## src/rtl/uart_pkg.sv

```systemverilog
// Shared UART definitions used by the transmitter and the receiver.
//   parity_e   : parity_type encoding (00 none, 01 odd, 10 even, 11 none)
//   tx_state_e : transmit FSM states
//   clamp_len  : limits a requested data length to MIN_LEN..max
package uart_pkg;

  localparam int unsigned MIN_LEN = 5;

  typedef enum logic [1:0] {
    PAR_NONE  = 2'b00,
    PAR_ODD   = 2'b01,
    PAR_EVEN  = 2'b10,
    PAR_NONE2 = 2'b11
  } parity_e;

  typedef enum logic [2:0] {
    IDLE   = 3'd0,
    START  = 3'd1,
    DATA   = 3'd2,
    PARITY = 3'd3,
    STOP   = 3'd4
  } tx_state_e;

  function automatic logic [3:0] clamp_len(input logic [3:0] len, input logic [3:0] max);
    if (len < 4'(MIN_LEN)) return 4'(MIN_LEN);
    if (len > max) return max;
    return len;
  endfunction

endpackage

```

## src/rtl/uart_fifo.sv

```systemverilog
// Synchronous FIFO with first-word fall-through read data.
//   clk, resetn : clock, asynchronous active-low reset (flushes pointers/count)
//   push_i      : write wdata_i (ignored when full)
//   pop_i       : drop head entry (ignored when empty)
//   rdata_o     : head entry
//   full_o, empty_o, count_o : occupancy status
module uart_fifo #(
  parameter int unsigned WIDTH = 9,
  parameter int unsigned DEPTH = 8
) (
  input  logic                     clk,
  input  logic                     resetn,
  input  logic                     push_i,
  input  logic                     pop_i,
  input  logic [WIDTH-1:0]         wdata_i,
  output logic [WIDTH-1:0]         rdata_o,
  output logic                     full_o,
  output logic                     empty_o,
  output logic [$clog2(DEPTH):0]   count_o
);

  localparam int unsigned AW = $clog2(DEPTH);
  localparam int unsigned CW = AW + 1;

  logic [WIDTH-1:0] mem_q [DEPTH];
  logic [AW-1:0]    wr_ptr_q, rd_ptr_q;
  logic [CW-1:0]    count_q;
  logic             do_push, do_pop;

  assign full_o  = (count_q == CW'(DEPTH));
  assign empty_o = (count_q == '0);
  assign do_push = push_i && !full_o;
  assign do_pop  = pop_i && !empty_o;
  assign rdata_o = mem_q[rd_ptr_q];
  assign count_o = count_q;

  always_ff @(posedge clk or negedge resetn) begin
    if (!resetn) begin
      wr_ptr_q <= '0;
      rd_ptr_q <= '0;
      count_q  <= '0;
    end else begin
      if (do_push) wr_ptr_q <= wr_ptr_q + AW'(1);
      if (do_pop)  rd_ptr_q <= rd_ptr_q + AW'(1);
      unique case ({do_push, do_pop})
        2'b10:   count_q <= count_q + CW'(1);
        2'b01:   count_q <= count_q - CW'(1);
        default: count_q <= count_q;
      endcase
    end
  end

  // Storage needs no reset: the pointers define which entries are valid.
  always_ff @(posedge clk) begin
    if (do_push) mem_q[wr_ptr_q] <= wdata_i;
  end

endmodule

```

## src/rtl/uart_tx_buffered.sv

```systemverilog
// Buffered UART transmitter: FIFO-fed, LSB-first, optional parity, 1/2 stop bits,
// run-time baud divisor. Frames are sent back-to-back while the FIFO has data.
//   clk, resetn      : clock, asynchronous active-low reset
//   tx_valid/ready   : upstream handshake, tx_data is the pushed word
//   data_length      : data bits per frame (clamped to 5..DATA_W)
//   parity_type      : 00/11 none, 01 odd, 10 even
//   stop_bits        : 0 one stop bit, 1 two
//   baud_div         : bit period minus one, in clk cycles
//   serial_data_out  : registered line output, idle high
//   busy             : frame in progress
//   fifo_count       : FIFO occupancy
module uart_tx_buffered
  import uart_pkg::*;
#(
  parameter int unsigned DATA_W     = 9,
  parameter int unsigned FIFO_DEPTH = 8,
  parameter int unsigned DIV_W      = 16
) (
  input  logic                          clk,
  input  logic                          resetn,
  input  logic                          tx_valid,
  output logic                          tx_ready,
  input  logic [DATA_W-1:0]             tx_data,
  input  logic [3:0]                    data_length,
  input  logic [1:0]                    parity_type,
  input  logic                          stop_bits,
  input  logic [DIV_W-1:0]              baud_div,
  output logic                          serial_data_out,
  output logic                          busy,
  output logic [$clog2(FIFO_DEPTH):0]   fifo_count
);

  tx_state_e         state_q, state_d;
  logic [DIV_W-1:0]  cnt_q, cnt_d, div_q;
  logic [3:0]        bit_idx_q, bit_idx_d, len_q, len_in;
  logic [DATA_W-1:0] shreg_q, shreg_d, fifo_rdata;
  logic              stop_idx_q, stop_idx_d;
  logic              tx_q, tx_d;
  logic              par_en_q, par_bit_q, stop2_q;
  logic              par_en_in, par_bit_in, par_xor;
  logic              fifo_full, fifo_empty, pop;
  logic              advance, last_data, last_stop;
  parity_e           par_type;

  uart_fifo #(
    .WIDTH (DATA_W),
    .DEPTH (FIFO_DEPTH)
  ) u_fifo (
    .clk     (clk),
    .resetn  (resetn),
    .push_i  (tx_valid),
    .pop_i   (pop),
    .wdata_i (tx_data),
    .rdata_o (fifo_rdata),
    .full_o  (fifo_full),
    .empty_o (fifo_empty),
    .count_o (fifo_count)
  );

  assign tx_ready        = !fifo_full;
  assign busy            = (state_q != IDLE);
  assign serial_data_out = tx_q;

  // Frame configuration sampled from the inputs at the moment of a pop.
  always_comb begin
    len_in   = clamp_len(data_length, 4'(DATA_W));
    par_type = parity_e'(parity_type);
    par_xor  = 1'b0;
    for (int unsigned i = 0; i < DATA_W; i++) begin
      if (i < 32'(len_in)) par_xor = par_xor ^ fifo_rdata[i];
    end
    par_en_in  = (par_type == PAR_ODD) || (par_type == PAR_EVEN);
    par_bit_in = (par_type == PAR_ODD) ? ~par_xor : par_xor;
  end

  // State register
  always_ff @(posedge clk or negedge resetn) begin
    if (!resetn) state_q <= IDLE;
    else         state_q <= state_d;
  end

  // Next state
  always_comb begin
    advance   = (cnt_q == '0);
    last_data = (bit_idx_q == len_q - 4'd1);
    last_stop = !stop2_q || stop_idx_q;
    state_d   = state_q;
    unique case (state_q)
      IDLE:    if (!fifo_empty) state_d = START;
      START:   if (advance) state_d = DATA;
      DATA:    if (advance && last_data) state_d = par_en_q ? PARITY : STOP;
      PARITY:  if (advance) state_d = STOP;
      STOP:    if (advance && last_stop) state_d = fifo_empty ? IDLE : START;
      default: state_d = IDLE;
    endcase
  end

  // Outputs and datapath next values. A pop is any entry into START, which
  // covers both the IDLE launch and the back-to-back launch from STOP.
  always_comb begin
    pop     = (state_d == START) && (state_q != START);
    shreg_d = shreg_q;
    if (pop)                            shreg_d = fifo_rdata;
    else if (state_q == DATA && advance) shreg_d = shreg_q >> 1;

    if (state_d == IDLE) cnt_d = '0;
    else if (pop)        cnt_d = baud_div;
    else if (advance)    cnt_d = div_q;
    else                 cnt_d = cnt_q - DIV_W'(1);

    bit_idx_d  = (state_q == DATA) ? (advance ? bit_idx_q + 4'd1 : bit_idx_q) : '0;
    stop_idx_d = (state_q == STOP) ? (advance ? 1'b1 : stop_idx_q) : 1'b0;

    unique case (state_d)
      IDLE:    tx_d = 1'b1;
      START:   tx_d = 1'b0;
      DATA:    tx_d = shreg_d[0];
      PARITY:  tx_d = par_bit_q;
      STOP:    tx_d = 1'b1;
      default: tx_d = 1'b1;
    endcase
  end

  always_ff @(posedge clk or negedge resetn) begin
    if (!resetn) begin
      tx_q       <= 1'b1;
      cnt_q      <= '0;
      bit_idx_q  <= '0;
      stop_idx_q <= 1'b0;
      shreg_q    <= '0;
      len_q      <= '0;
      div_q      <= '0;
      par_en_q   <= 1'b0;
      par_bit_q  <= 1'b0;
      stop2_q    <= 1'b0;
    end else begin
      tx_q       <= tx_d;
      cnt_q      <= cnt_d;
      bit_idx_q  <= bit_idx_d;
      stop_idx_q <= stop_idx_d;
      shreg_q    <= shreg_d;
      if (pop) begin
        len_q     <= len_in;
        div_q     <= baud_div;
        par_en_q  <= par_en_in;
        par_bit_q <= par_bit_in;
        stop2_q   <= stop_bits;
      end
    end
  end

endmodule

```

## config.mk

```make
export PLATFORM = sky130hd
export DESIGN_NAME = uart_tx_buffered
export DESIGN_NICKNAME = d
export VERILOG_FILES = /design/src/rtl/uart_pkg.sv /design/src/rtl/uart_fifo.sv /design/src/rtl/uart_tx_buffered.sv
export SDC_FILE = /design/constraint.sdc
export NUM_CORES = 1
export LEC_CHECK = 0
export BUFFER_PORTS_ARGS = -buffer_cell sky130_fd_sc_hd__buf_2
export CAP_MARGIN = 10
export CORE_MARGIN = 10
export CORE_UTILIZATION = 35
export CTS_CLUSTER_SIZE = 28
export DETAILED_ROUTE_END_ITERATION = 8
export PLACE_DENSITY = 0.59
export REMOVE_ABC_BUFFERS = 1
export SLEW_MARGIN = 25
export SYNTH_ARGS = -nofsm -noshare
export SYNTH_HDL_FRONTEND = slang
export SYNTH_SLANG_ARGS = --single-unit
```

## constraint.sdc

```tcl
create_clock -name clk -period 9.2 [get_ports clk]
set_clock_uncertainty 0.05 [all_clocks]
set_input_delay 1.38 -clock clk [delete_from_list [all_inputs] [get_ports clk]]
set_output_delay 1.38 -clock clk [all_outputs]
set_load 0.02 [all_outputs]
```

# After elaboration in Yosys (flattened, before gate mapping)
# Memory sizes are Yosys's and may differ from the RTL's.
# Cells that the tools add are included.
# Widths: inputs -> output; s select.
[totals] output_inout_bits=7 wordCells=115 regBits=67 input_bits=35 mem_count=1 mem_bits_rw=72
[classes] n_mux=38 order_cmp=11 addsub=7 n_reduce_logical=18 n_bitwise=9 eq_ne=16
[mem_list] memory="u_fifo.mem_q" depth=8 width=9 read_ports=1 rd_ports_with_merged_regs=0 wr=1 line_no="uart_fifo.sv:25" text="logic [WIDTH-1:0] mem_q [DEPTH];"
[ops] op="$mux 16" count=3
[ops] op="$mux 4" count=6
[ops] op="$mux 1" count=18
[ops] op="$mux 3" count=6
[ops] op="$mux 9" count=2
[ops] op="$logic_not 16->1" count=1
[ops] op="$lt 3x4->1 const A" count=4
[ops] op="$sub 16x1->16 const B" count=1
[ops] op="$pmux 3 s5" count=1
[ops] op="$eq 3x2->1 const B" count=4
[ops] op="$add 4x1->4 const B" count=2
[ops] op="$lt 1x4->1 const A" count=2
[ops] op="$lt 2x4->1 const A" count=2
[ops] op="$pmux 4 s2" count=1
[ops] op="$sub 4x1->4 const B" count=2
[ops] op="$xor 1x1->1" count=8
[ops] op="$add 3x1->3 const B" count=2
[ops] op="$eq 3x1->1 const B" count=2
[ops] op="$logic_and 1x1->1" count=6
[ops] op="$logic_not 3->1" count=2
[ops] op="$eq 2x1->1 const B" count=2
[ops] op="$eq 2x2->1 const B" count=2
[ops] op="$eq 4x4->1" count=1
[ops] op="$eq 4x4->1 const B" count=1
[ops] op="13 further kinds" count=18

# Longest topological paths before layout
[depth] depth_word=25 mapped_depth=16

# Cells and area by module
# From an unflattened synthesis, not the netlist that was laid out.
[unflattened] hier_cells=507 hier_area_um2=6565.0
[by_module_without_submodules] mod="uart_fifo" area_per_inst_um2=3439.5 n_inst=1 cells_each=171
[by_module_without_submodules] mod="uart_tx_buffered" area_per_inst_um2=3125.5 n_inst=1 cells_each=336

# Worst setup path before layout
# Ideal clock, no wire load.
[synth_path] kind="register to register" startpoint="register cnt_q[0]" endpoint="register u_fifo.count_q[3] (netlist: u_fifo.count_o[3])" path_slack_ns=6.062 arrival_time_ns=2.966 period_less_slack_ns=3.138 n_path_buf=2 t_required_ns=9.028 path_stages_with_launch=17 cell_sequence="dfrtp_1 > inv_1 > ha_1 > nor2b_1 > nand4_1 > o31ai_1 > nand2_1 > inv_2 > buf_2 > buf_2 > ha_1 > ha_1 > a21o_1 > a21oi_1 > xnor2_1 > nor2_1 > xnor2_1"
[synth_via] elab_chain_cells=9 word_cells_on_any_way=15 cone_classes="3 x eq/ne; 6 x mux; 6 x reduce/logical"
[synth_lines] item="from (decl)" line_no="uart_tx_buffered.sv:34" text="logic [DIV_W-1:0] cnt_q, cnt_d, div_q;"
[synth_lines] item="from (signal assigned)" line_no="uart_tx_buffered.sv:138" text="cnt_q <= cnt_d;"
[synth_lines] item="$logic_not 16->1 (*)" line_no="uart_tx_buffered.sv:84" text="advance = (cnt_q == '0);"
[synth_lines] item="$logic_and 1x1->1, on equally long branches" line_no="uart_tx_buffered.sv:93, uart_tx_buffered.sv:91"
[synth_lines] item="$mux 3, on equally long branches" line_no="uart_tx_buffered.sv:93, uart_tx_buffered.sv:91"
[synth_lines] item="$pmux 3 s5 (*)" line_no="uart_tx_buffered.sv:88" text="unique case (state_q)"
[synth_lines] item="$eq 3x1->1 (*)" line_no="uart_tx_buffered.sv:101" text="pop = (state_d == START) && (state_q != START);"
[synth_lines] item="$logic_and 1x1->1 (*)" line_no="uart_tx_buffered.sv:101"
[synth_lines] item="$logic_and 1x1->1 (*)" line_no="uart_fifo.sv:33" text="assign do_pop = pop_i && !empty_o;"
[synth_lines] item="named net u_fifo.do_pop" line_no="uart_fifo.sv:28" text="logic do_push, do_pop;"
[synth_lines] item="$eq 2x1->1 or $eq 2x2->1 (tied branches)" line_no="uart_fifo.sv:45" text="unique case ({do_push, do_pop})"
[synth_lines] item="$pmux 4 s2 or $reduce_bool 2->1 (tied branches)"
[synth_lines] item="to (signal assigned)" line_no="uart_fifo.sv:46" text="2'b10: count_q <= count_q + CW'(1);"
[synth_lines] item="to (signal assigned)" line_no="uart_fifo.sv:47" text="2'b01: count_q <= count_q - CW'(1);"
[synth_lines] item="to (signal assigned)" line_no="uart_fifo.sv:48" text="default: count_q <= count_q;"
[synth_lines] item="to (decl)" line_no="uart_fifo.sv:27" text="logic [CW-1:0] count_q;"
# Mark *: on every way through the listed nets, which the timed path passes. The rest lies on a longest branch.
# A chain may end at the register's enable or synchronous reset.

# Worst setup path after layout
[layout_path] startpoint="register cnt_q[6]" endpoint="register u_fifo.count_q[3] (netlist: u_fifo.count_o[3])"
[layout_via] elab_chain_cells=9 word_cells_on_any_way=15 cone_classes="3 x eq/ne; 6 x mux; 6 x reduce/logical"
[layout_lines] item="$logic_not 16->1 (*)" line_no="uart_tx_buffered.sv:84"
[layout_lines] item="$logic_and 1x1->1, on equally long branches" line_no="uart_tx_buffered.sv:93, uart_tx_buffered.sv:91"
[layout_lines] item="$mux 3, on equally long branches" line_no="uart_tx_buffered.sv:93, uart_tx_buffered.sv:91"
[layout_lines] item="$pmux 3 s5 (*)" line_no="uart_tx_buffered.sv:88"
[layout_lines] item="$eq 3x1->1 (*)" line_no="uart_tx_buffered.sv:101"
[layout_lines] item="$logic_and 1x1->1 (*)" line_no="uart_tx_buffered.sv:101"
[layout_lines] item="$logic_and 1x1->1 (*)" line_no="uart_fifo.sv:33"
[layout_lines] item="$eq 2x1->1 or $eq 2x2->1 (tied branches)" line_no="uart_fifo.sv:45"
[layout_lines] item="$pmux 4 s2 or $reduce_bool 2->1 (tied branches)"
# Mark *: on every way between the ends. The rest lies on a longest branch, timed or not.

==> impl_results.md <==
* Status: completed
* HPWL after DPL at 8230 um
* Routed via count at 3,854
* Grt ovf at 0
* Clk Latency, worst-skew pair at 0.42 ns
* Sequential share of the synthesized area at 61.5%
* Root buffer cell: clkbuf_16
* DIE AREA at roughly 24,000 um^2
* Iter 0 DRT Violations at approximately 260
* Die W at 154 um
* CORE AREA at 17,400 um^2
* Setup bufs post-CTS at 0
* GR Util All Layers at about 11%
* Worst-path fanout max at 39
* Worst-Margin Slew at 1.03 ns
* Total CTS buffers at 17
* CTS Buffer Depth at 2
* Setup Viol. Count Final at 0
* Worst EP arrival at 3.85 ns
* # diodes at 0
* Avg WL per Cell at 16.5 um
* Crit path capture type: flip-flop
* Distinct cells, synth at 60
* Post-synth EDFFs at 72
* Prevailing post-synth register cell: edfxtp_1
* GP Congestion at 0.816
* Cells after DPL at 732
* Leak at 2.87 nW
* Mapped Avg Cell Area at 13.0 um^2
* Most common cell after layout, fill and taps aside: nand2_1
* Endpoints failing hold at 0
* Largest net degree at the start of global routing at 68
* Final nets at 571
* Final Slew Violations at 0
* Initial antenna violation count at 0
* Layout cells sized above 1 at 18.6%
* Syn-to-layout area delta at 16.2%
* Unrepaired setup endpoints after global routing: no
* First-pass GRT wire length at roughly 20,000 um
* Max-Cap Viols at 0
* Pre-Repair DR Iteration Count at 4
* H-tree depth at 4
* Clock sink total at 139
* FP Rows at 48
* Fmax at 0.278 GHz
* Total power at 1.85 mW
* WP buf/inv at 1
* Vias in the first global route at about 3,900
* IO buf count at ~40
* Initial core utilization at 35.9%
* Cell family with most CP delay: simple AND/OR/NAND/NOR gates
* Synthesized flop and latch total at about 140
* Post-CTS Resized at 0
* Final WL at ~13,000 um
* Commonest non-fill, non-tap cells in the layout: nand2_1 (86), edfxtp_1 (72), dfrtp_1 (65), buf_2 (41), nor2_1 (33)
* Slew margin rel. at 31.2%
* Async SR Flop Fraction at 48.2%
* VDD IR max at between 0.1 and 0.15 mV
* Clock-pin slew on the worst setup and hold paths at 0.07 ns
* Vias per cell at 5.04
* Antenna-violating nets left at 0
* Cts-stage hold buffer count at 0
* Finished Layout Cells at 764
* CP peak stage delay at 0.54 ns
* Synthesis Warnings at 0
* CTS tree: done
* DR DRC count at 0
* Worst-path cell chain: nor4_2 -> nand4_1 -> o31ai_1 -> nand2_1 -> inv_2 -> ha_1 -> ha_1 -> a21o_1 -> a21oi_1 -> xnor2_1 -> nor2_1 -> xnor2_1
* Final min period at about 3.6 ns
* Setup Crit Path Kind: reg -> reg
* Cells after Synth at 481
* Die Height at 154 um
* CP required at 9.46 ns
* Power per standard cell area at about 250 nW/um^2
* IO Count at 42
* Mapped Area at 6250 um^2
* Layout fillers at 1,621
* Tcrit/Tclk final at between 30 and 40%
* Setup_tns at 0 ns
* CP max-delay cell: inv_2
* Hold WC Path Type: reg -> reg
* Critical Path Start Type: flip-flop
Yosys cell counts, types with 7 or more instances:
library cell | instances | share of area (%)
nand2_1 | 86 | 5.2
edfxtp_1 | 72 | 35
dfrtp_1 | 66 | 26
nor2_1 | 34 | 2.0
a21oi_1 | 22 | 1.8
xnor2_1 | 20 | 2.8
inv_1 | 14 | 0.84
nor3_1 | 12 | 0.96
o21ai_0 | 11 | 0.88
mux2i_1 | 10 | 1.6
mux4_1 | 10 | 4.2
clkbuf_1 | 9 | 0.54
ha_1 | 9 | 1.8
o211ai_1 | 9 | 1.1
xor2_1 | 9 | 1.3
mux4_2 | 8 | 2.9
nand3_1 | 7 | 0.56
registers in the layout, indices dropped and copies added, names as in the netlist:
| register | flops |
|---|---|
| state_q | 3 |
| u_fifo.wr_ptr_q | 3 |
| par_en_q | 1 |
| u_fifo.mem_q | 72 |
| stop2_q | 1 |
| bit_idx_q | 4 |
| stop_idx_q | 1 |
| len_q | 4 |
| u_fifo.count_o | 4 |
| shreg_q | 9 |
| par_bit_q | 1 |
| div_q | 16 |
| u_fifo.rd_ptr_q | 3 |
| cnt_q | 16 |
| serial_data_out | 1 |
stage by stage:
step	hold slack, ns	cell area (um^2)	utilization (%)	worst slack (ns)
3_3_place_gp	0.404	6660	38.2	5.77
6_report	0.428	7260	41.7	5.60
3_5_place_dp	0.412	6670	38.3	5.62
2_1_floorplan	0.388	6140	-	5.39
4_1_cts	0.429	7260	41.7	5.59
5_1_grt	0.454	7260	41.7	5.31
area by class of cell:
cell class | instances | area (um^2) | area share, %
inverter | 15 | 56.3 | 0.776
clock buffer | 17 | 425 | 5.86
sequential | 139 | 3840 | 52.9
tap | 225 | 282 | 3.88
timing repair buffer | 44 | 228 | 3.14
clock inverter | 15 | 163 | 2.24
multi-input combinational | 309 | 2260 | 31.2
kinds of logic (layout without fill, tap and decap cells):
family | Yosys count | after routing | synth area share, %
AOI/OAI and AO/OA | 66 | 66 | 7.05
xor gates and xnor gates | 31 | 31 | 4.79
adders and majority gates | 10 | 10 | 2.12
buffers and inverters | 33 | 91 | 2.60
DFF | 139 | 139 | 61.5
muxes | 34 | 34 | 10.1
and+or+nand+nor | 168 | 168 | 11.9
worst paths after layout:
path / start / to / slack (ns) / cells past startpoint
min in group asynchronous: resetn / div_q[14] / 1.11 / 2
min: stop2_q / stop2_q / 0.43 / 2
max: cnt_q[6] / u_fifo.count_o[3] / 5.60 / 12
max reg2reg: cnt_q[6] / u_fifo.count_o[3] / 5.60 / 12
max in group asynchronous: resetn / u_fifo.rd_ptr_q[0] / 7.39 / 2
min reg2reg: stop2_q / stop2_q / 0.43 / 2
tightest hold or removal path, stage by stage (launching register included):
cell	delay [ns]
dfrtp_1	0.34
nand2_1	0.05
nand2_1	0.06
power by group:
part,internal [mW],switching [mW],leakage (nW)
Sequential,0.759,0.0767,1.45
Clock,0.366,0.306,0.288
Combinational,0.168,0.172,1.13
Total,1.29,0.554,2.87
per-layer routing:
| layer | track usage, % | vias up | wire length, um |
|---|---|---|---|
| li1 | - | 1857 | - |
| met1 | 13.7 | 1905 | 5640 |
| met2 | 17.4 | 83 | 6230 |
| met3 | 2.79 | 9 | 647 |
| met4 | 3.73 | 0 | 117 |
| met5 | 0 | - | 0 |
(Power assumes the default switching activity.)
